$ cat config.mk
export PLATFORM = sky130hd
export DESIGN_NAME = cordic_rotator
export DESIGN_NICKNAME = d
export VERILOG_FILES = /design/src/rtl/cordic_pkg.sv /design/src/rtl/cordic_stage.sv /design/src/rtl/cordic_rotator.sv
export SDC_FILE = /design/constraint.sdc
export NUM_CORES = 1
export LEC_CHECK = 0
export ABC_AREA = 1
export ABC_CLOCK_PERIOD_IN_PS = 3900
export CAP_MARGIN = 10
export CORE_MARGIN = 4
export CORE_UTILIZATION = 55
export CTS_CLUSTER_SIZE = 16
export DETAILED_ROUTE_END_ITERATION = 7
export MAX_ROUTING_LAYER = met4
export PLACE_DENSITY = 0.77
export SLEW_MARGIN = 10
export SYNTH_ARGS = -nofsm -noshare
export SYNTH_HDL_FRONTEND = slang
export SYNTH_SLANG_ARGS = --single-unit
$ cat constraint.sdc
create_clock -name clk -period 3.9 [get_ports clk]
set_clock_uncertainty 0.1 [all_clocks]
set_input_delay 1.17 -clock clk [delete_from_list [all_inputs] [get_ports clk]]
set_output_delay 1.17 -clock clk [all_outputs]
set_load 0.03 [all_outputs]
$ cat src/rtl/cordic_pkg.sv
// Shared constants, types and the arctangent table for the CORDIC rotator.
// Build option: CORDIC_QUADRANT_EXT_EN enables the input quadrant fold in cordic_rotator.
package cordic_pkg;

  localparam int WIDTH       = 18;
  localparam int FRAC        = 16;
  localparam int GUARD       = 2;
  localparam int ITERATIONS  = 16;
  localparam int K_GAIN      = 39797;
  localparam int PI_Q16      = 205887;
  localparam int HALF_PI_Q16 = 102944;

  typedef logic signed [WIDTH-1:0] angle_t;

  typedef enum logic [1:0] {
    S_IDLE,
    S_RUN,
    S_DONE
  } state_t;

  localparam int ATAN_TAB [16] = '{
    51472, 30386, 16055, 8150, 4091, 2047, 1024, 512,
    256, 128, 64, 32, 16, 8, 4, 2
  };

  // atan(2^-idx) in Q2.16; indices past the table return zero
  function automatic int atan_q16(input int idx);
    if (idx >= 0 && idx < 16) begin
      return ATAN_TAB[idx];
    end
    return 0;
  endfunction

endpackage

$ cat src/rtl/cordic_stage.sv
// One combinational CORDIC micro-rotation in rotation mode.
module cordic_stage
  import cordic_pkg::*;
#(
  parameter int IW = 21,
  parameter int CW = 5
) (
  input  logic signed [IW-1:0] x,
  input  logic signed [IW-1:0] y,
  input  logic signed [IW-1:0] z,
  input  logic        [CW-1:0] i,
  input  logic signed [IW-1:0] atan,
  output logic signed [IW-1:0] x_next,
  output logic signed [IW-1:0] y_next,
  output logic signed [IW-1:0] z_next
);

  logic signed [IW-1:0] xs;
  logic signed [IW-1:0] ys;
  logic                 pos;

  // rotate towards zero residual angle; direction follows the sign of z
  always_comb begin
    pos = ~z[IW-1];
    xs  = x >>> i;
    ys  = y >>> i;
    if (pos) begin
      x_next = x - ys;
      y_next = y + xs;
      z_next = z - atan;
    end else begin
      x_next = x + ys;
      y_next = y - xs;
      z_next = z + atan;
    end
  end

endmodule

$ cat src/rtl/cordic_rotator.sv
// Iterative rotation-mode CORDIC producing cos/sin of a Q2.16 angle, one step per clock.
// Build option: CORDIC_QUADRANT_EXT_EN folds inputs beyond +-pi/2 so the full Q2.16 range is usable.
module cordic_rotator #(
  parameter int ITERATIONS = 16,
  parameter int WIDTH      = 18,
  parameter int GUARD      = 2
) (
  input  logic                    clk,
  input  logic                    rst,
  input  logic signed [WIDTH-1:0] target_angle,
  input  logic                    init,
  output logic signed [WIDTH-1:0] cosine,
  output logic signed [WIDTH-1:0] sine,
  output logic                    done
);

  import cordic_pkg::*;

  // one extra headroom bit above the guarded width keeps pi-sized z values safe
  localparam int IW  = WIDTH + GUARD + 1;
  localparam int CW  = $clog2(ITERATIONS + 1);
  localparam int RND = (GUARD > 0) ? (1 << (GUARD - 1)) : 0;

  typedef logic signed [IW-1:0] wide_t;

  localparam wide_t K_INIT = wide_t'(K_GAIN) <<< GUARD;
  localparam wide_t ONE    = wide_t'(1) <<< FRAC;
  localparam logic [CW-1:0] LAST = CW'(ITERATIONS);

`ifdef CORDIC_QUADRANT_EXT_EN
  localparam wide_t PI_W      = wide_t'(PI_Q16);
  localparam wide_t HALF_PI_W = wide_t'(HALF_PI_Q16);
`endif

  state_t        state;
  state_t        state_next;
  wide_t         x;
  wide_t         y;
  wide_t         z;
  wide_t         xn;
  wide_t         yn;
  wide_t         zn;
  wide_t         angle_w;
  wide_t         z0;
  wide_t         tab;
  wide_t         xr;
  wide_t         yr;
  wide_t         cv;
  wide_t         sv;
  logic [CW-1:0] cnt;
  logic          negcos;
  logic          neg0;
  logic          load;
  logic          step;
  logic          finish;

  assign angle_w = wide_t'(target_angle);
  assign tab     = wide_t'(atan_q16(int'(cnt))) <<< GUARD;

  cordic_stage #(
    .IW(IW),
    .CW(CW)
  ) u_stage (
    .x     (x),
    .y     (y),
    .z     (z),
    .i     (cnt),
    .atan  (tab),
    .x_next(xn),
    .y_next(yn),
    .z_next(zn)
  );

  // starting angle, optionally folded into +-pi/2 with a cosine sign flip
  always_comb begin
    z0   = angle_w;
    neg0 = 1'b0;
`ifdef CORDIC_QUADRANT_EXT_EN
    if (angle_w > HALF_PI_W) begin
      z0   = PI_W - angle_w;
      neg0 = 1'b1;
    end else if (angle_w < -HALF_PI_W) begin
      z0   = -PI_W - angle_w;
      neg0 = 1'b1;
    end
`else
    z0   = angle_w;
    neg0 = 1'b0;
`endif
  end

  // round away the guard bits, apply the fold sign and clamp to +-1.0
  always_comb begin
    xr = (x + wide_t'(RND)) >>> GUARD;
    yr = (y + wide_t'(RND)) >>> GUARD;
    cv = negcos ? -xr : xr;
    sv = yr;
    if (cv > ONE) begin
      cv = ONE;
    end else if (cv < -ONE) begin
      cv = -ONE;
    end
    if (sv > ONE) begin
      sv = ONE;
    end else if (sv < -ONE) begin
      sv = -ONE;
    end
  end

  // state register
  always_ff @(posedge clk or posedge rst) begin
    if (rst) begin
      state <= S_IDLE;
    end else begin
      state <= state_next;
    end
  end

  // next state: init restarts from any state, RUN ends after the rounding edge
  always_comb begin
    state_next = state;
    if (init) begin
      state_next = S_RUN;
    end else begin
      case (state)
        S_RUN:   if (cnt == LAST) state_next = S_DONE;
        default: state_next = state;
      endcase
    end
  end

  // control strobes and the done flag decoded from the state
  always_comb begin
    load   = init;
    step   = (state == S_RUN) && !init && (cnt != LAST);
    finish = (state == S_RUN) && !init && (cnt == LAST);
    done   = (state == S_DONE);
  end

  // datapath: load on init, iterate while running, publish results once
  always_ff @(posedge clk or posedge rst) begin
    if (rst) begin
      x      <= '0;
      y      <= '0;
      z      <= '0;
      cnt    <= '0;
      negcos <= 1'b0;
      cosine <= '0;
      sine   <= '0;
    end else if (load) begin
      x      <= K_INIT;
      y      <= '0;
      z      <= z0 <<< GUARD;
      cnt    <= '0;
      negcos <= neg0;
    end else if (step) begin
      x   <= xn;
      y   <= yn;
      z   <= zn;
      cnt <= cnt + 1'b1;
    end else if (finish) begin
      cosine <= WIDTH'(cv);
      sine   <= WIDTH'(sv);
    end
  end

endmodule

# Word level (Yosys, flattened, before mapping)
# Memory sizes are Yosys's and may differ from the RTL's.
# Cells that the tools add are included.
# Widths: inputs -> output; s select.
word_totals:
  regBits: 106
  rom_bits: 512
  input_bits: 21
  output_inout_bits: 37
  elab_cells: 64
  mem_count: 1
classes:
  n_addsub: 9
  magnitude_cmp: 6
  eq_ne: 4
  n_shift: 2
  n_mux: 23
  bitwise: 3
  reduce_logical: 9
memory_table:
  columns: ["memory", "words", "width", "read_ports", "rd_clocked_by_memory_dff", "write_ports", "line", "rtl"]
  rows:
  - ["(no name shown)", 16, 32, 1, 0, 0, "cordic_pkg.sv:29", "return ATAN_TAB[idx];"]
op_table:
  columns: ["op", "n"]
  rows:
  - ["$mux 21", 9]
  - ["$mux 19", 4]
  - ["$mux 18", 4]
  - ["$add 21x21->21", 3]
  - ["$sub 21x21->21", 3]
  - ["$add 21x3->21 const B", 2]
  - ["$sshr 21x5->21", 2]
  - ["$gt 19x18->1 const B", 2]
  - ["$lt 19x17->1 const B", 2]
  - ["$ge 32x5->1 const B", 1]
  - ["$not 5->32", 1]
  - ["$mux 5", 2]
  - ["$mux 2", 3]
  - ["$reduce_bool 2->1", 3]
  - ["$add 5x1->5 const B", 1]
  - ["$eq 5x5->1 const B", 1]
  - ["$lt 5x5->1 const B", 1]
  - ["$ne 5x5->1 const B", 1]
  - ["$logic_and 1x1->1", 3]
  - ["$reduce_and 3->1", 1]
  - ["$eq 2x1->1 const B", 1]
  - ["$eq 2x2->1 const B", 1]
  - ["$not 1->1", 2]
  - ["$reduce_and 2->1", 1]
  - ["2 further kinds", 2]

# Logic depth before layout (Yosys ltp)
logic_depth:
  depth_word: 10
  depth_mapped: 32
  depth_no_buf: 31

# Modules after synthesis
# A second synthesis with hierarchy kept.
unflattened:
  hier_cells: 1991
  hier_area_um2: 12539.5
modules_own_cells:
  columns: ["module", "instances", "cells_per_inst", "area_per_inst_um2", "seq_area_each_um2"]
  rows:
  - ["cordic_stage", 1, 1215, 6502.5, 0.0]
  - ["cordic_rotator", 1, 776, 6037.0, 2652.5]

# Worst setup path after synthesis
# Ideal clock, no wire load.
synth_timing:
  path_kind: "register to register"
  start: "reg cnt[1]"
  end: "reg y[18]"
  setup_ns: 0.130
  t_arrival_ns: 3.881
  required_ns: 3.670
  slack_ns: -0.212
  path_stages_with_launch: 27
  n_path_buf: 1
  synth_period_minus_slack_ns: 4.112
  path_cell_list: "dfrtp_1 > buf_4 > nor2_1 > inv_1 > a21oi_1 > o21ai_0 > nand3_1 > nand2_1 > o21ai_0 > a21oi_2 > ha_1 > or2_2 > o21ai_0 > inv_1 > fa_1 > inv_1 > nand2_1 > o21ai_0 > a21oi_1 > o21ai_0 > nand3_1 > nand2_1 > nand2_1 > nand2_1 > a21oi_1 > o21ai_0 > o21ai_0"
synth_between:
  elab_chain_cells: 5
  elab_cells_between_ends: 9
  classes_between: "2 x add/sub; 1 x eq/ne; 1 x shift; 3 x mux; 2 x reduce/logical"
synth_lines:
  columns: ["item", "line", "rtl"]
  rows:
  - ["from (decl)", "cordic_rotator.sv:50", "logic [CW-1:0] cnt;"]
  - ["from (signal assigned)", "cordic_rotator.sv:160", "cnt <= cnt + 1'b1;"]
  - ["$sshr 21x5->21", "cordic_stage.sv:25", "xs = x >>> i;"]
  - ["$add 21x21->21 / $sub 21x21->21 (equally long branches)", "cordic_stage.sv:29, cordic_stage.sv:33", null]
  - ["$mux 21", "cordic_stage.sv:27", "if (pos) begin"]
  - ["$mux 21", "cordic_rotator.sv:156", "end else if (step) begin"]
  - ["$mux 21", "cordic_rotator.sv:150", "end else if (load) begin"]
  - ["to (signal assigned)", "cordic_rotator.sv:158", "y <= yn;"]
  - ["to (decl)", "cordic_rotator.sv:38", "wide_t y;"]
# Several ways; a longest one is shown, not always the timed one. The select of a mux whose other input is x is not followed.
# A chain may end at the register's enable or synchronous reset.

# Worst setup path after layout
layout_timing:
  start: "reg cnt[0]"
  end: "reg y[20]"
# Same word-level chain as after synthesis.

==> impl.org <==
** Outcome
- Run status :: finished, violations left
- The final reports fail on setup timing.

** Synthesis
- Ys flop type :: dfrtp_1
- In this run the cell area of the synthesized design comes to between 10000 and 15000 µm².
- Post-synthesis sequential element count :: about 100
- In this run, synthesis inferred 0 flip-flops with an integrated enable.
- By area, the combinational part of the netlist is dominated by simple AND/OR/NAND/NOR gates.
- Averaged over all synthesized cells, the footprint is between 6 and 7 µm².
- Of the total synthesized cell area, the portion taken by XOR and XNOR cells is 0.0774.
- Of the total synthesized cell area, the portion taken by full adders, half adders and majority gates is 0.0822.
- Most common cell in the synthesized netlist :: nand2_1
- Measured against the total synthesized area, the mux share comes to 0.
- Asr flop ratio synth :: 1.00
- Synth Area in Simple Gates :: 0.398
- Synth unique cells :: roughly 60
- Post-synthesis compound-gate area fraction :: 0.133
- After synthesis, the cell types taking the most area are dfrtp_1 22%, nand2_1 19%, ha_1 7.7%.
- The share of the Yosys chip area taken by registers is 0.217.
- Post-synthesis net count :: between 2000 and 2500
- Synthesis warning total :: 0
- Biggest area consumer among synthesized cells :: dfrtp_1
- Share of the synthesized area in the top cell type :: 0.217
- Synthesized netlist cell count :: 1906
- Top cells by count, synth :: 610 x nand2_1, 185 x nand3_1, 164 x inv_1

** Critical path
- By startpoint and endpoint, the worst setup path is classified as reg -> reg.
- Along the worst path, the maximum fanout reaches 14.
- Data arrives at the worst endpoint at around 4.3 ns.
- The worst setup path is launched from a register.
- On the critical path, the stage with the largest delay is an instance of dfrtp_2.
- Library cell appearing most often on the critical path :: nand2_1
- The largest single stage delay on the critical path is roughly 0.48 ns.
- The worst setup path is captured at a register.
- For the worst setup path, the data required time is approximately 4.1 ns.

** Die
- The die covers about 24000 µm².
- # rows :: 53
- The die is roughly 160 µm tall.
- After floorplanning, the core was sized to cover 21200 µm².
- Top-Level Pins :: 58
- For this configuration, the core starts out at a cell density of 0.566.
- In this run the horizontal extent of the chip is 156 µm.

** Routing
- For this run, design rule violations remaining after detail routing come to 0.
- Once detail routing completed, the nets flagged for antenna violations numbered 0.
- Pre-Repair DR Iteration Count :: 7
- Number of DRC markers after the initial detailed-route iteration :: between 1500 and 2000
- Vias :: between 10000 and 15000
- In the final routed layout, each cell accounts on average for ~18 µm.
- Detailed-route vias per instance :: just under 6
- After detailed routing, the total wire length is 46100 µm.

** Timing
- Summed over all failing endpoints, the final setup total negative slack is -2.06 ns.
- In the finished design, the share of the clock period the worst path needs comes to 1.06.
- Max-slew violations :: 0
- Setup slack after layout :: -0.243 ns
- The total count of hold-check failures in the final report was 0.
- Setup repair after global routing could not meet its margin everywhere.
- Headroom to the max-slew limit came out at 0.580.
- Worst-Margin Slew :: between 0.6 and 0.7 ns
- For this run, the top clock speed supported by timing is 241 MHz.
- Final setup violating endpoints :: 21
- Shortest period the worst path allows :: just over 4 ns

** Clocking
- TritonCTS built the clock tree.
- The root buffer cell chosen for the clock tree is clkbuf_16.
- Clock-pin slew was measured on the worst setup and hold paths at approximately 0.08 ns.
- The clock reaches the later pin of the worst-skew pair after 0.37 ns.
- Number of levels the H-tree was split into :: 3
- For this design, the sink count on the clock tree is approximately 100.
- Counting along the longest clock path gives a buffer depth of 2.
- CTS buffer count :: 9
- The number of hold buffers added after CTS was 0.

** Finish
- Proportion of layout cells with a drive suffix above 1 :: 0.284
- Relative to the synthesized area, the layout overhead comes to 39.3%.
- The layout has between 1500 and 2000 filler cells.
- The number of antenna diodes in the final layout is 0.
- After the last flow step, the layout net total stands at approximately 2400.
- The finished layout holds 2534 standard cells, fillers aside.

** Global route
- Antenna violations before repair :: 0
- Global-route wire length before repair :: about 71000 µm
- Congestion Overflow GR :: 0
- Overall global routing resource usage :: 0.372
- Pin count of the biggest net entering global routing :: 54
- Vias in the first global route :: around 14000

** Run
- The tool flagged a number of max-cap violations equal to 0.

** Min path
- The worst hold path belongs to the class reg -> reg.

** Place
- # port buffers :: 57
- Routability Congestion :: 1.09
- Cell total after placement :: about 2500
- The HPWL after detailed placement is approximately 35000 µm.
[state kept, by name, summed over array words and instances, names as in the netlist]
signal,cells
x,21
y,21
z,19
cosine,18
sine,18
cnt,5
state,2
[metrics by stage]
step | setup WS, ns | area [µm²] | utilization | hold slack, ns
6_report | -0.243 | 16700 | 0.788 | 0.383
2_1_floorplan | -0.00284 | 12000 | - | 0.359
5_1_grt | -0.494 | 16700 | 0.788 | 0.412
3_3_place_gp | -0.303 | 15200 | 0.714 | 0.361
4_1_cts | -0.105 | 16100 | 0.758 | 0.385
3_5_place_dp | -0.389 | 15200 | 0.714 | 0.365
[kinds of logic (layout without fill, tap and decap cells)]
family | Yosys count | in the layout
fa+ha+maj | 77 | 77
simple gates | 1085 | 1085
compound gates | 275 | 275
flops | 104 | 104
buf+inv | 259 | 612
xor+xnor | 106 | 106
[critical path, delay by kind of cell (launching register included)]
kind,cells,cell delay [ns]
AND/OR/NAND/NOR,17,1.63
AO/OA/AOI/OAI,3,0.44
buffers and inverters,6,0.68
XOR/XNOR,1,0.21
flip-flops,1,0.48
adder cells (fa/ha/maj),2,0.54
[metal layers]
layer	GRT usage	vias up	wire length (µm)	share of wire
li1	-	6998	-	-
met3	0.0646	180	3970	0.086
met4	0.150	0	2290	0.050
met1	0.476	6853	18700	0.40
met2	0.588	774	21200	0.46
met5	-	-	0	0
[cell type report]
class | instances | area (µm²) | share of cell area
clock buffers | 10 | 239 | 0.0143
clock inverters | 6 | 50.0 | 0.00299
inverters | 183 | 697 | 0.0417
multi-input cells | 1543 | 9350 | 0.559
flip-flops and latches | 104 | 2600 | 0.156
well taps | 275 | 344 | 0.0206
repair buffers | 413 | 3440 | 0.206
[final timing paths]
path | start | end | slack [ns] | cells past startpoint
setup / recovery | cnt[0]$_DFFE_PP0N_ | y[20]$_DFFE_PP0N_ | -0.24 | 29
hold / removal | sine[0]$_DFFE_PP0P_ | sine[0]$_DFFE_PP0P_ | 0.38 | 2
setup reg to reg | cnt[0]$_DFFE_PP0N_ | y[20]$_DFFE_PP0N_ | -0.24 | 29
hold reg to reg | sine[0]$_DFFE_PP0P_ | sine[0]$_DFFE_PP0P_ | 0.38 | 2
max in group asynchronous | rst | cnt[0]$_DFFE_PP0N_ | 1.93 | 3
min in group asynchronous | rst | x[5]$_DFFE_PP0N_ | 1.12 | 2
[cells in the final DEF, fill, tap and decap left out, drive strengths merged, types with 2 or more instances in the layout]
cell / n
clkbuf: 10
o211ai: 16
a211oi: 4
dfrtp: 104
o311ai: 2
nand4: 41
nand3: 205
a21oi: 93
clkinvlp: 2
a31oi: 10
o21bai: 9
nand3b: 3
nor2: 168
o21a: 3
fa: 3
o221ai: 3
clkinv: 7
o31ai: 7
nor3b: 4
ha: 74
a22o: 4
nor4: 9
o22ai: 26
clkdlybuf4s50: 57
nor3: 35
a21o: 2
or2: 2
nand2: 616
buf: 356
and2: 2
inv: 180
o21ai: 92
xnor2: 29
xor2: 77
[repair_timing]
action,CTS,global route
buffers inserted,9,13
setup endpoints to repair,35,41
cloned,1,0
gates resized for setup,119,137
pin swaps,30,32
Power is not shown: default switching activity piles up to over one toggle a cycle in this logic, so the estimate is an artifact.
